**config.mk**
```make
export PLATFORM = sky130hd
export DESIGN_NAME = normalize_shifter_seq
export DESIGN_NICKNAME = d
export VERILOG_FILES = /design/src/rtl/norm_pkg.sv /design/src/rtl/norm_step.sv /design/src/rtl/normalize_shifter_seq.sv
export SDC_FILE = /design/constraint.sdc
export NUM_CORES = 1
export LEC_CHECK = 0
export CAP_MARGIN = 30
export CORE_AREA = 8 8 101 103
export DETAILED_ROUTE_END_ITERATION = 8
export DIE_AREA = 0 0 109 111
export PLACE_DENSITY = 0.76
export SYNTH_ARGS = -nofsm -noshare
export SYNTH_HDL_FRONTEND = slang
export SYNTH_SLANG_ARGS = --single-unit
```
**constraint.sdc**
```tcl
create_clock -name clk -period 3.4 [get_ports clk]
set_input_delay 0.68 -clock clk [delete_from_list [all_inputs] [get_ports clk]]
set_output_delay 0.68 -clock clk [all_outputs]
set_load 0.01 [all_outputs]
```
**src/rtl/norm_pkg.sv**
```systemverilog
// norm_pkg: shared widths and FSM encoding for the sequential normaliser.
package norm_pkg;
  localparam int NORM_WIDTH = 16;
  localparam int NORM_STEPS = $clog2(NORM_WIDTH);
  localparam int NORM_SHW = $clog2(NORM_WIDTH) + 1;
  typedef enum logic [1:0] {ST_IDLE, ST_RUN, ST_DONE} state_e;
endpackage

```
**src/rtl/norm_step.sv**
```systemverilog
// norm_step: one binary-search stage; shifts by step when the step bits at the justified end are all zero.
module norm_step #(
  parameter int WIDTH = 16,
  parameter int SHW = 5
) (
  input  logic [WIDTH-1:0] work,
  input  logic [SHW-1:0]   step,
  input  logic             right,
  output logic [WIDTH-1:0] work_nxt,
  output logic             hit
);
  always_comb begin
    hit = right ? ((work << (WIDTH - int'(step))) == '0) : ((work >> (WIDTH - int'(step))) == '0);
    work_nxt = hit ? (right ? work >> step : work << step) : work;
  end
endmodule

```
**src/rtl/normalize_shifter_seq.sv**
```systemverilog
// normalize_shifter_seq: multi-cycle leading/trailing-zero normaliser with valid/ready handshakes.
module normalize_shifter_seq
  import norm_pkg::*;
#(
  parameter int WIDTH = NORM_WIDTH,
  parameter int STEPS = $clog2(WIDTH),
  parameter int SHW = $clog2(WIDTH) + 1
) (
  input  logic             clk,
  input  logic             rst_n,
  input  logic             in_valid,
  output logic             in_ready,
  input  logic [WIDTH-1:0] in_data,
  input  logic             in_right,
  output logic             out_valid,
  input  logic             out_ready,
  output logic [WIDTH-1:0] out_data,
  output logic [SHW-1:0]   out_shift,
  output logic             out_zero
);
  localparam int IW = $clog2(STEPS);
  state_e state_q, state_d;
  logic [WIDTH-1:0] work_q, work_d, work_nxt, out_data_q, out_data_d;
  logic [SHW-1:0] cnt_q, cnt_d, out_shift_q, out_shift_d, step;
  logic [IW-1:0] idx_q, idx_d;
  logic right_q, right_d, zero_q, zero_d, hit;
  logic out_valid_q, out_valid_d, out_zero_q, out_zero_d;
  assign step = SHW'(WIDTH >> (32'(idx_q) + 1));
  norm_step #(.WIDTH(WIDTH), .SHW(SHW)) u_step (
    .work(work_q), .step(step), .right(right_q), .work_nxt(work_nxt), .hit(hit)
  );
  always_comb begin
    state_d = state_q;
    work_d = work_q;
    right_d = right_q;
    zero_d = zero_q;
    cnt_d = cnt_q;
    idx_d = idx_q;
    out_valid_d = out_valid_q;
    out_data_d = out_data_q;
    out_shift_d = out_shift_q;
    out_zero_d = out_zero_q;
    if (state_q == ST_IDLE && in_valid) begin
      state_d = ST_RUN;
      work_d = in_data;
      right_d = in_right;
      zero_d = in_data == '0;
      cnt_d = '0;
      idx_d = '0;
    end
    if (state_q == ST_RUN) begin
      work_d = work_nxt;
      cnt_d = cnt_q + (hit ? step : '0);
      idx_d = idx_q + IW'(1);
      if (idx_q == IW'(STEPS - 1)) begin
        state_d = ST_DONE;
        out_valid_d = 1'b1;
        out_data_d = zero_q ? '0 : work_nxt;
        out_shift_d = zero_q ? SHW'(WIDTH) : cnt_d;
        out_zero_d = zero_q;
      end
    end
    if (state_q == ST_DONE && out_ready) begin
      state_d = ST_IDLE;
      out_valid_d = 1'b0;
    end
  end
  always_ff @(posedge clk or negedge rst_n) begin
    if (!rst_n) begin
      state_q <= ST_IDLE;
      work_q <= '0;
      right_q <= 1'b0;
      zero_q <= 1'b0;
      cnt_q <= '0;
      idx_q <= '0;
      out_valid_q <= 1'b0;
      out_data_q <= '0;
      out_shift_q <= '0;
      out_zero_q <= 1'b0;
    end else begin
      state_q <= state_d;
      work_q <= work_d;
      right_q <= right_d;
      zero_q <= zero_d;
      cnt_q <= cnt_d;
      idx_q <= idx_d;
      out_valid_q <= out_valid_d;
      out_data_q <= out_data_d;
      out_shift_q <= out_shift_d;
      out_zero_q <= out_zero_d;
    end
  end
  assign in_ready = state_q == ST_IDLE;
  assign out_valid = out_valid_q;
  assign out_data = out_data_q;
  assign out_shift = out_shift_q;
  assign out_zero = out_zero_q;
endmodule
```
==> metrics.txt, run 1 <==
DR WL/cell 23.41 um; Die Height 111 um; P per Cell Area roughly 220 nW/um^2; GRT Total Usage 0.2309; CP startpoint kind register; Fin Hold WS 0.3523 ns; clock sink total 50; Post-Synthesis Cells between 400 and 500; worst skew pair latency 0.31 ns; RD Place Congestion approximately 1; remaining antenna violation count 0; pre-CTS setup slack between 0.1 and 0.15 ns; fin. max-slew vios 0; Reg clk slew, reported paths approximately 0.10 ns; FF-to-FF setup slack just under 0.2 ns; fmax 312.4 MHz; IO Pins 45; Arr. time, crit path 3.37 ns; final setup margin about 0.20 ns; Bufs on Longest Clock Path 2; DR iter-0 viols between 400 and 500; post_cts resized 0; first-pass GRT wire length around 22 mm; Inserted Clock Buffers 5; final WL 14.16 mm; NumNets Final approximately 530; max-cap violation count 0; dpl hpwl 10.15 mm; synthesized area between 4000 and 5000 sq um; Crit-path slowest cell dfrtp_2; vias in the first global route about 3,900; Critical Path RT around 3.6 ns; Mapped Nets 490; worst vdd ir roughly 180 uV; initial antenna violation count 0; Layout Utilization 0.6018; status finished, final reports clean; port bufs 44; Synth area leaders dfrtp_1 28%, mux4_2 12%, mux2i_1 5.7%; Slew HR 0.5707; multi-input logic area 2849 sq um; worst hold path type input port to asynchronous set/reset pin; Worst path max stage delay 0.46 ns; Post-synth EDFFs 0; CP endpoint kind register; post-placement cell area just under 5000 sq um; critical-path cell list inv_2 > ha_4 > clkinv_4 > ha_1 > o21bai_2 > a221oi_4 > a21oi_4 > and2_1 > ha_1 > inv_1 > fa_1 > inv_1 > a21o_1 > a21oi_2 > xor2_1 > a21oi_1; Register Area around 1300 sq um; final setup fails 0; via/cell ratio 6.744; Hold Vio Cnt, Final 0; Max FO, Critical Path 6; cell taking the most area after synthesis dfrtp_1; n_diodes 0; crit path kind register to register; largest net degree at the start of global routing 48; skew final around 0.0096 ns; starting density of the core 0.5159; period utilization 0.9415; Leak between 2 and 2.5 nW; Pre-antenna DRT Iters 5; share of the synthesized area in the top cell type 0.2836; Seq/Total Area, Yosys 0.2836; Area Growth Syn to Fin 16.65%; Final Cell Area between 5000 and 6000 sq um; cts hold-fix bufs 0; ys async rst share 1.000; H-Tree Depth 2; Die X around 110 um; YS warnings 0; fin cells roughly 600; routed vias 4,080; total die area 12,100 sq um; syn avg cell area approximately 9.6 sq um; post-route minimum period ~3.2 ns; Yosys reg bits 50; post-synth cell types 82; row cnt 34; fill count between 700 and 800; Most used DFF post-synth dfrtp_1; cell count after placement slightly below 600; CTS Root Cell clkbuf_8; CTS tree done; fraction of layout cells with a size suffix above 1 0.2093; area of the core 8551 sq um; DRC errors left 0; global route overflow 0; worst-margin pin slew about 0.64 ns; Post-CTS Setup Bufs 0
registers in the layout, summed over array words and instances (netlist names):
signal	cells
cnt_q	5
out_shift	5
idx_q	2
out_data	16
state_q	2
right_q	1
zero_q	1
out_zero	1
work_q	16
out_valid	1
cells by family (layout without fill, tap and decap cells):
kind of cell	count (synthesis)	after routing	synth area share
adder cells (fa/ha/maj)	11	11	0.03290
AO/OA/AOI/OAI	136	136	0.2275
multiplexers	59	59	0.2158
XOR/XNOR	4	4	0.009645
flip-flops	50	50	0.2836
buffers and inverters	62	101	0.07771
AND/OR/NAND/NOR	136	136	0.1529
worst paths after layout:
path                                   start  depth (start not counted)            to
worst max-delay path                idx_q[0]                         16  out_shift[4]
worst min-delay path                   rst_n                          1     work_q[0]
worst max register to register      idx_q[0]                         16  out_shift[4]
worst min register to register  out_shift[1]                          2  out_shift[1]
max in group asynchronous              rst_n                          2  out_data[15]
min in group clk                out_shift[1]                          2  out_shift[1]
cell type report:
class	instances	share of cell area
multi-input combinational	346	0.5536
sequential	50	0.2434
timing repair buffer	78	0.1381
tap	108	0.02626
clock buffer	5	0.01337
clock inverter	3	0.01337
inverter	15	0.01191
power by group:
part	leakage, nW	switching, W	internal [W]	total (W)
combinational	1.54	0.0000194	0.0000213	0.0000406
clock	0.0683	0.000214	0.000295	0.000509
sequential	0.610	0	0.000594	0.000594
cell usage in the layout, fill, tap and decap left out, types with 6 or more instances in the layout:
cell type        synthesis  final
nand2_1                 51     51
dfrtp_1                 50     49
clkdlybuf4s50_1          0     43
buf_4                    4     33
o21ai_0                 32     32
nor2_1                  25     25
mux2i_1                 25     25
mux4_2                  23     23
o21ai_1                 18     18
inv_1                   14     13
a21oi_1                 14     13
and2_1                  13     13
ha_1                    10      9
o31ai_1                  7      7
mux2_2                   6      6
nand3_1                  6      6
through the flow:
step	total power (W)	TNS [ns]
after global routing	0.001171	-0.003147
after global placement	0.0006463	0
final	0.001143	0
after floorplan	0.0006074	0
after detailed placement	0.0006469	0
after CTS	0.001146	0
cells in the mapped netlist, types with 3 or more instances:
cell / count
o21ai_1: 18
a211oi_1: 5
o221a_2: 3
buf_6: 7
a21o_1: 5
ha_1: 10
mux4_2: 23
nor2b_1: 3
nor3_1: 3
buf_4: 4
xor2_1: 3
a31oi_1: 5
and2_1: 13
clkbuf_1: 20
a21oi_1: 14
or3_1: 3
o31ai_1: 7
nor2_1: 25
nor4_1: 5
o221ai_1: 4
nand2_1: 51
mux4_1: 4
mux2_2: 6
inv_1: 14
nand2b_1: 4
dfrtp_1: 50
nand4_1: 3
mux2i_1: 25
o21ai_0: 32
a22oi_1: 3
nand3_1: 6
a22o_1: 3
and3_1: 3
and2_2: 3
buf_2: 10
a221o_1: 5
layer usage:
metal	global-route usage	vias to the layer above	part of all wire
li1	-	1791	-
met1	0.3320	2010	0.42
met2	0.3335	236	0.46
met3	0.03837	43	0.089
met4	0.09041	0	0.039
met5	0	-	0
critical path: cells and delay by family (launching register included):
| kind | cells | cell delay (ns) |
|---|---|---|
| compound gates | 6 | 1.08 |
| xor+xnor | 1 | 0.19 |
| fa+ha+maj | 4 | 0.87 |
| buf+inv | 4 | 0.31 |
| flops | 1 | 0.46 |
| simple gates | 1 | 0.17 |
Power figures use the tool's default switching activity.
==> inputs of run 2 (changes only) <==
Settings changed: CELL_PAD_IN_SITES_DETAIL_PLACEMENT set to 0, CELL_PAD_IN_SITES_GLOBAL_PLACEMENT set to 1, CORE_AREA 8 8 101 103 to 8 8 113 115, DIE_AREA 0 0 109 111 to 0 0 121 123, PLACE_DENSITY 0.76 to unset, PLACE_DENSITY_LB_ADDON set to 0.1.
==> metrics.txt, run 2 (synthesized netlist as in run 1, its figures left out) <==
status finished, final reports clean; DRC errors left 0 (unchanged); Hold Vio Cnt, Final 0 (unchanged); fin. max-slew vios 0 (unchanged); Reg2Reg Depth 16 (unchanged); CP endpoint kind register; GRT Total Usage 0.2127 (-0.01821); Slew HR 0.5752 (+0.004508); area of the core 11,080 sq um (+30%); period utilization 0.9396 (-0.001826); Logic pwr share 0.036 (about the same); final setup margin 0.2052 ns (+0.006210 ns); total power 0.001173 W (+2.6%); starting density of the core 0.3983 (-0.1177); delay-heaviest family, CP compound AO/OA/AOI/OAI gates; switching power 0.0002774 W (+19%); n_diodes 0 (unchanged); crit path capture cnt_q[4]; clock sink total 50 (unchanged); worst hold path type input port to asynchronous set/reset pin; CTS Root Cell clkbuf_16; crit path kind register to register; DR WL/cell 24.15 um (+3.2%); Critical Path Stages 16 (unchanged); Max FO, Critical Path 6 (unchanged); setup tns final 0 ns (unchanged); critical-path cell list inv_1 > ha_4 > clkinv_4 > ha_1 > o21bai_2 > a221oi_4 > a21oi_4 > and2_1 > ha_1 > inv_1 > fa_2 > inv_1 > a21o_1 > a21oi_1 > xor2_1 > o21ai_0; global route overflow 0 (unchanged); Die X 121 um (+11%); Reg clk slew, reported paths 0.07 ns (-0.03 ns); Arr. time, crit path 3.36 ns (about the same); total die area 14,880 sq um (+23%); post-route minimum period 3.195 ns (-0.006210 ns); power share of the clock group 0.457 (+0.012); crit path launch idx_q[0]; fin cells 646 (+6.8%); skew final 0.006846 ns (-0.002711 ns); fraction of layout cells with a size suffix above 1 0.2207 (+0.01142); Pre-antenna DRT Iters 5 (unchanged); Fin Hold WS 0.3593 ns (+0.006968 ns); worst-margin pin slew 0.6365 ns (-0.002005 ns); most common cell after layout, fill and taps aside nand2_1; remaining antenna violation count 0 (unchanged); largest net degree at the start of global routing 32 (-33%); initial antenna violation count 0 (unchanged); NumNets Final 534 (+1.1%); cell count after placement 635 (+6.4%); fmax 313.0 MHz (+0.19%); first-pass GRT wire length 24.13 mm (+8.9%); worst skew pair latency 0.30 ns (about the same); CP startpoint kind register; Inserted Clock Buffers 5 (unchanged); most frequent cells in the layout 51 x nand2_1, 49 x dfrtp_1, 43 x clkdlybuf4s50_1; final setup fails 0 (unchanged); row cnt 39 (+15%); sw frac 0.2365 (+0.03271); Worst path max stage delay 0.43 ns (-0.03 ns); Crit-path slowest cell dfrtp_2; port bufs 44 (unchanged); vias in the first global route 4,039 (+4.5%); Die Height 123 um (+11%); Area Growth Syn to Fin 18.86%; IO Pins 45 (unchanged); Critical Path RT 3.56 ns (about the same); pre-CTS setup slack 0.1002 ns (-0.02245 ns); Flop pwr share 0.506 (-0.014); Bufs on Longest Clock Path 2 (unchanged); RD Place Congestion 0.9380 (-7.6%); RR Startpoint idx_q[0]; max-cap violation count 0 (unchanged); DR iter-0 viols 378 (-17%); worst vdd ir 197.4 uV (+7.5%); CTS tree done; FF-to-FF setup slack 0.21 ns (about the same); via/cell ratio 6.302 (-6.6%); H-Tree Depth 2 (unchanged); reg-to-reg endpoint cnt_q[4]; dpl hpwl 11.45 mm (+13%); final WL 15.60 mm (+10%); cell-internal power 0.0008957 W (-1.6%); most frequent CP cell inv_1; Leak 2.241 nW (+1.2%); routed vias 4,071 (-0.22%); Crit path buffers/inverters 4 (unchanged); P per Cell Area 223.7 nW/um^2 (+0.70%)
-- run 2: changes by cell type in the layout (fill, tap and decap cells not counted), sizes merged --
cell / delta
bufinv: -2
buf: +6
inv: +2
-- run 2: worst min path at each step --
stage / startpoint / end / slack [ns] / depth (start not counted)
5_1_grt: rst_n / work_q[2] / 0.40 / 1
3_3_place_gp: out_shift[1] / out_shift[1] / 0.46 / 2
4_1_cts: rst_n / work_q[13] / 0.38 / 1
6_report: rst_n / zero_q / 0.36 / 1
2_1_floorplan: rst_n / cnt_q[0] / 0.38 / 0
3_5_place_dp: out_shift[1] / out_shift[1] / 0.47 / 2
-- run 2: area by class of cell --
class / count / area (sq um)
Clock buffer: 5 / 125.1
Clock inverter: 3 / 26.28
Fill cell: 1063 / 5833
Inverter: 15 / 61.31
Multi-Input combinational cell: 346 / 2864
Sequential cell: 50 / 1252
Tap cell: 143 / 178.9
Timing Repair Buffer: 84 / 735.7
-- run 2: routing by layer --
metal	vias up	part of all wire	GRT usage
li1	1806	-	-
met1	2019	0.42	0.2788
met2	203	0.48	0.3423
met3	43	0.063	0.03333
met4	0	0.041	0.09212
met5	-	0	0
-- run 2: power groups by stage --
stage | logic (W) | clock network (W) | registers (W)
detailed placement | 0.0000435 | 0 | 0.000606
CTS | 0.0000435 | 0.000545 | 0.000594
finish | 0.0000424 | 0.000537 | 0.000594
global route | 0.0000463 | 0.000562 | 0.000594
floorplan | 0.00000132 | 0 | 0.000606
global placement | 0.0000431 | 0 | 0.000606
-- run 2: worst reg2reg max path, delay by kind of cell, from the launching register on --
kind | cells | cell delay (ns)
xor+xnor | 1 | 0.18
buf+inv | 4 | 0.31
compound gates | 6 | 1.06
fa+ha+maj | 4 | 0.89
simple gates | 1 | 0.17
flops | 1 | 0.43
-- run 2: through the flow --
step                cell area (sq um)    util
CTS                              5176  0.4673
detailed placement               5025  0.4536
global placement                 5025  0.4536
finish                           5244  0.4734
floorplan                        4425       -
global route                     5244  0.4734
-- run 2: timing repair --
| action | CTS | global route |
|---|---|---|
| hold buffers | 0 | 0 |
| buffers inserted | 0 | 3 |
| gates resized for setup | 0 | 8 |
| endpoints found under the setup margin | 0 | 3 |
==> inputs of run 3 (changes only) <==
Settings changed: CAP_MARGIN 30 to 0, MAX_ROUTING_LAYER set to met4.
==> metrics.txt, run 3 (synthesized netlist as in run 1, its figures left out) <==
worst skew pair latency 0.29 ns (about the same); GRT Total Usage 0.2193 (+0.006659); global route overflow 0 (unchanged); Register Area 1252 sq um (unchanged); Die X 121 um (unchanged); multi-input logic area 2856 sq um (-0.26%); routed vias 3,998 (-1.8%); fraction of layout cells with a size suffix above 1 0.2120 (-0.008676); skew final 0.008236 ns (+0.001390 ns); remaining antenna violation count 0 (unchanged); Bufs on Longest Clock Path 2 (unchanged); via/cell ratio 6.218 (-1.3%); largest net degree at the start of global routing 44 (+38%); cell count after placement 634 (-0.16%); sw frac 0.2052 (-0.03127); post-route minimum period 3.169 ns (-0.02600 ns); Die Height 123 um (unchanged); worst hold path type input port to asynchronous set/reset pin; final WL 15.50 mm (-0.62%); CP endpoint kind register; Arr. time, crit path 3.33 ns (-0.03 ns); Pre-antenna DRT Iters 7 (+2); fmax 315.6 MHz (+0.82%); Critical Path RT 3.56 ns (about the same); Area Growth Syn to Fin 18.77% (about the same); most common cell after layout, fill and taps aside nand2_1; Inserted Clock Buffers 5 (unchanged); DR iter-0 viols 347 (-8.2%); port bufs 44 (unchanged); vias in the first global route 4,067 (+0.69%); row cnt 39 (unchanged); fin cells 643 (-0.46%); CP startpoint kind register; area of the core 11,080 sq um (unchanged); power share of the clock group 0.486 (+0.029); Reg clk slew, reported paths 0.07 ns (about the same); Leak 2.244 nW (+0.15%); Reg2Reg Depth 16 (unchanged); H-Tree Depth 2 (unchanged); IO Pins 45 (unchanged); most frequent cells in the layout 51 x nand2_1, 49 x dfrtp_1, 43 x clkdlybuf4s50_1; setup tns final 0 ns (unchanged); Logic pwr share 0.034 (-0.002); unrepaired setup endpoints after global routing no; CTS tree done; Layout Utilization 0.4731 (about the same); Flop pwr share 0.479 (-0.027); fill count 1,042 (-2.0%); DRC errors left 0 (unchanged); status finished, final reports clean; period utilization 0.9320 (-0.007647); initial antenna violation count 0 (unchanged); first-pass GRT wire length 24.34 mm (+0.89%); crit path kind register to register; Fin Hold WS 0.3984 ns (+0.03906 ns); Slew HR 0.5772 (+0.002012); fin. max-slew vios 0 (unchanged); starting density of the core 0.3983 (unchanged); dpl hpwl 11.47 mm (+0.15%); total die area 14,880 sq um (unchanged); pre-CTS setup slack 0.06005 ns (-0.04017 ns); max-cap violation count 0 (unchanged); worst vdd ir 194.9 uV (-1.3%); final setup fails 0 (unchanged); Hold Vio Cnt, Final 0 (unchanged); P per Cell Area 236.7 nW/um^2 (+5.8%); RD Place Congestion 0.9464 (+0.90%); switching power 0.0002546 W (-8.2%); Max FO, Critical Path 6 (unchanged); NumNets Final 531 (-0.56%); clock sink total 50 (unchanged); final setup margin 0.2312 ns (+0.02600 ns); worst-margin pin slew 0.6335 ns (-0.003014 ns); cell-internal power 0.0009860 W (+10%); DR WL/cell 24.11 um (-0.15%); n_diodes 0 (unchanged); CTS Root Cell clkbuf_16
## run 3: changes by cell type in the layout (fill, tap and decap cells not counted), sizes merged
cell	before	now
clkbuf	5	6
inv	16	15
clkinv	2	1
buf	41	38
bufinv	0	1
## run 3: per-layer routing
layer / up-vias / global-route usage / routed length [um]
met3: 48 / 0.03014 / 1003
met4: 0 / 0.09758 / 592
met1: 1969 / 0.2856 / 6683
met2: 185 / 0.3347 / 7224
met5: - / - / 0
li1: 1796 / - / -
## run 3: power groups by stage
stage,Combinational (W),Sequential (W),Clock [W]
2_1_floorplan,0.00000132,0.000606,0
3_3_place_gp,0.0000433,0.000606,0
3_5_place_dp,0.0000437,0.000606,0
4_1_cts,0.0000438,0.000594,0.000611
5_1_grt,0.0000469,0.000594,0.000636
6_report,0.0000428,0.000594,0.000603
## run 3: area by class of cell
class,count,area share
well taps,143,0.03415
inverters,15,0.01170
flip-flops and latches,50,0.2390
clock buffers,6,0.02650
clock inverters,2,0.007402
multi-input cells,346,0.5451
repair buffers,81,0.1361
## run 3: metrics by stage
stage / cell area [sq um] / total power, W
final: 5240 / 0.001241
after global routing: 5240 / 0.001277
after CTS: 5195 / 0.001249
after detailed placement: 5017 / 0.0006496
after global placement: 5017 / 0.0006492
after floorplan: 4425 / 0.0006074
## run 3: critical path, stage by stage, from the launching register on
cell,delay [ns]
dfrtp_2,0.45
inv_2,0.09
ha_4,0.15
clkinv_4,0.07
ha_1,0.32
o21bai_2,0.23
a221oi_4,0.34
a21oi_4,0.07
and2_1,0.18
ha_1,0.19
inv_1,0.07
fa_1,0.19
inv_1,0.05
a21o_1,0.15
a21oi_1,0.17
xor2_1,0.21
o21ai_0,0.10
## run 3: path summary, 6_finish.rpt
kind	startpoint	end	slack, ns
setup / recovery	idx_q[0]	cnt_q[4]	0.23
hold / removal	rst_n	out_shift[0]	0.40
setup reg to reg	idx_q[0]	cnt_q[4]	0.23
hold reg to reg	out_data[8]	out_data[8]	0.48
max in group asynchronous	rst_n	out_data[4]	2.23
min in group clk	out_data[8]	out_data[8]	0.48
## run 3: repair_timing
action	CTS	global route
setup endpoints to repair	0	4
buffers inserted	0	1
gates resized for setup	0	6
hold buffers	0	0
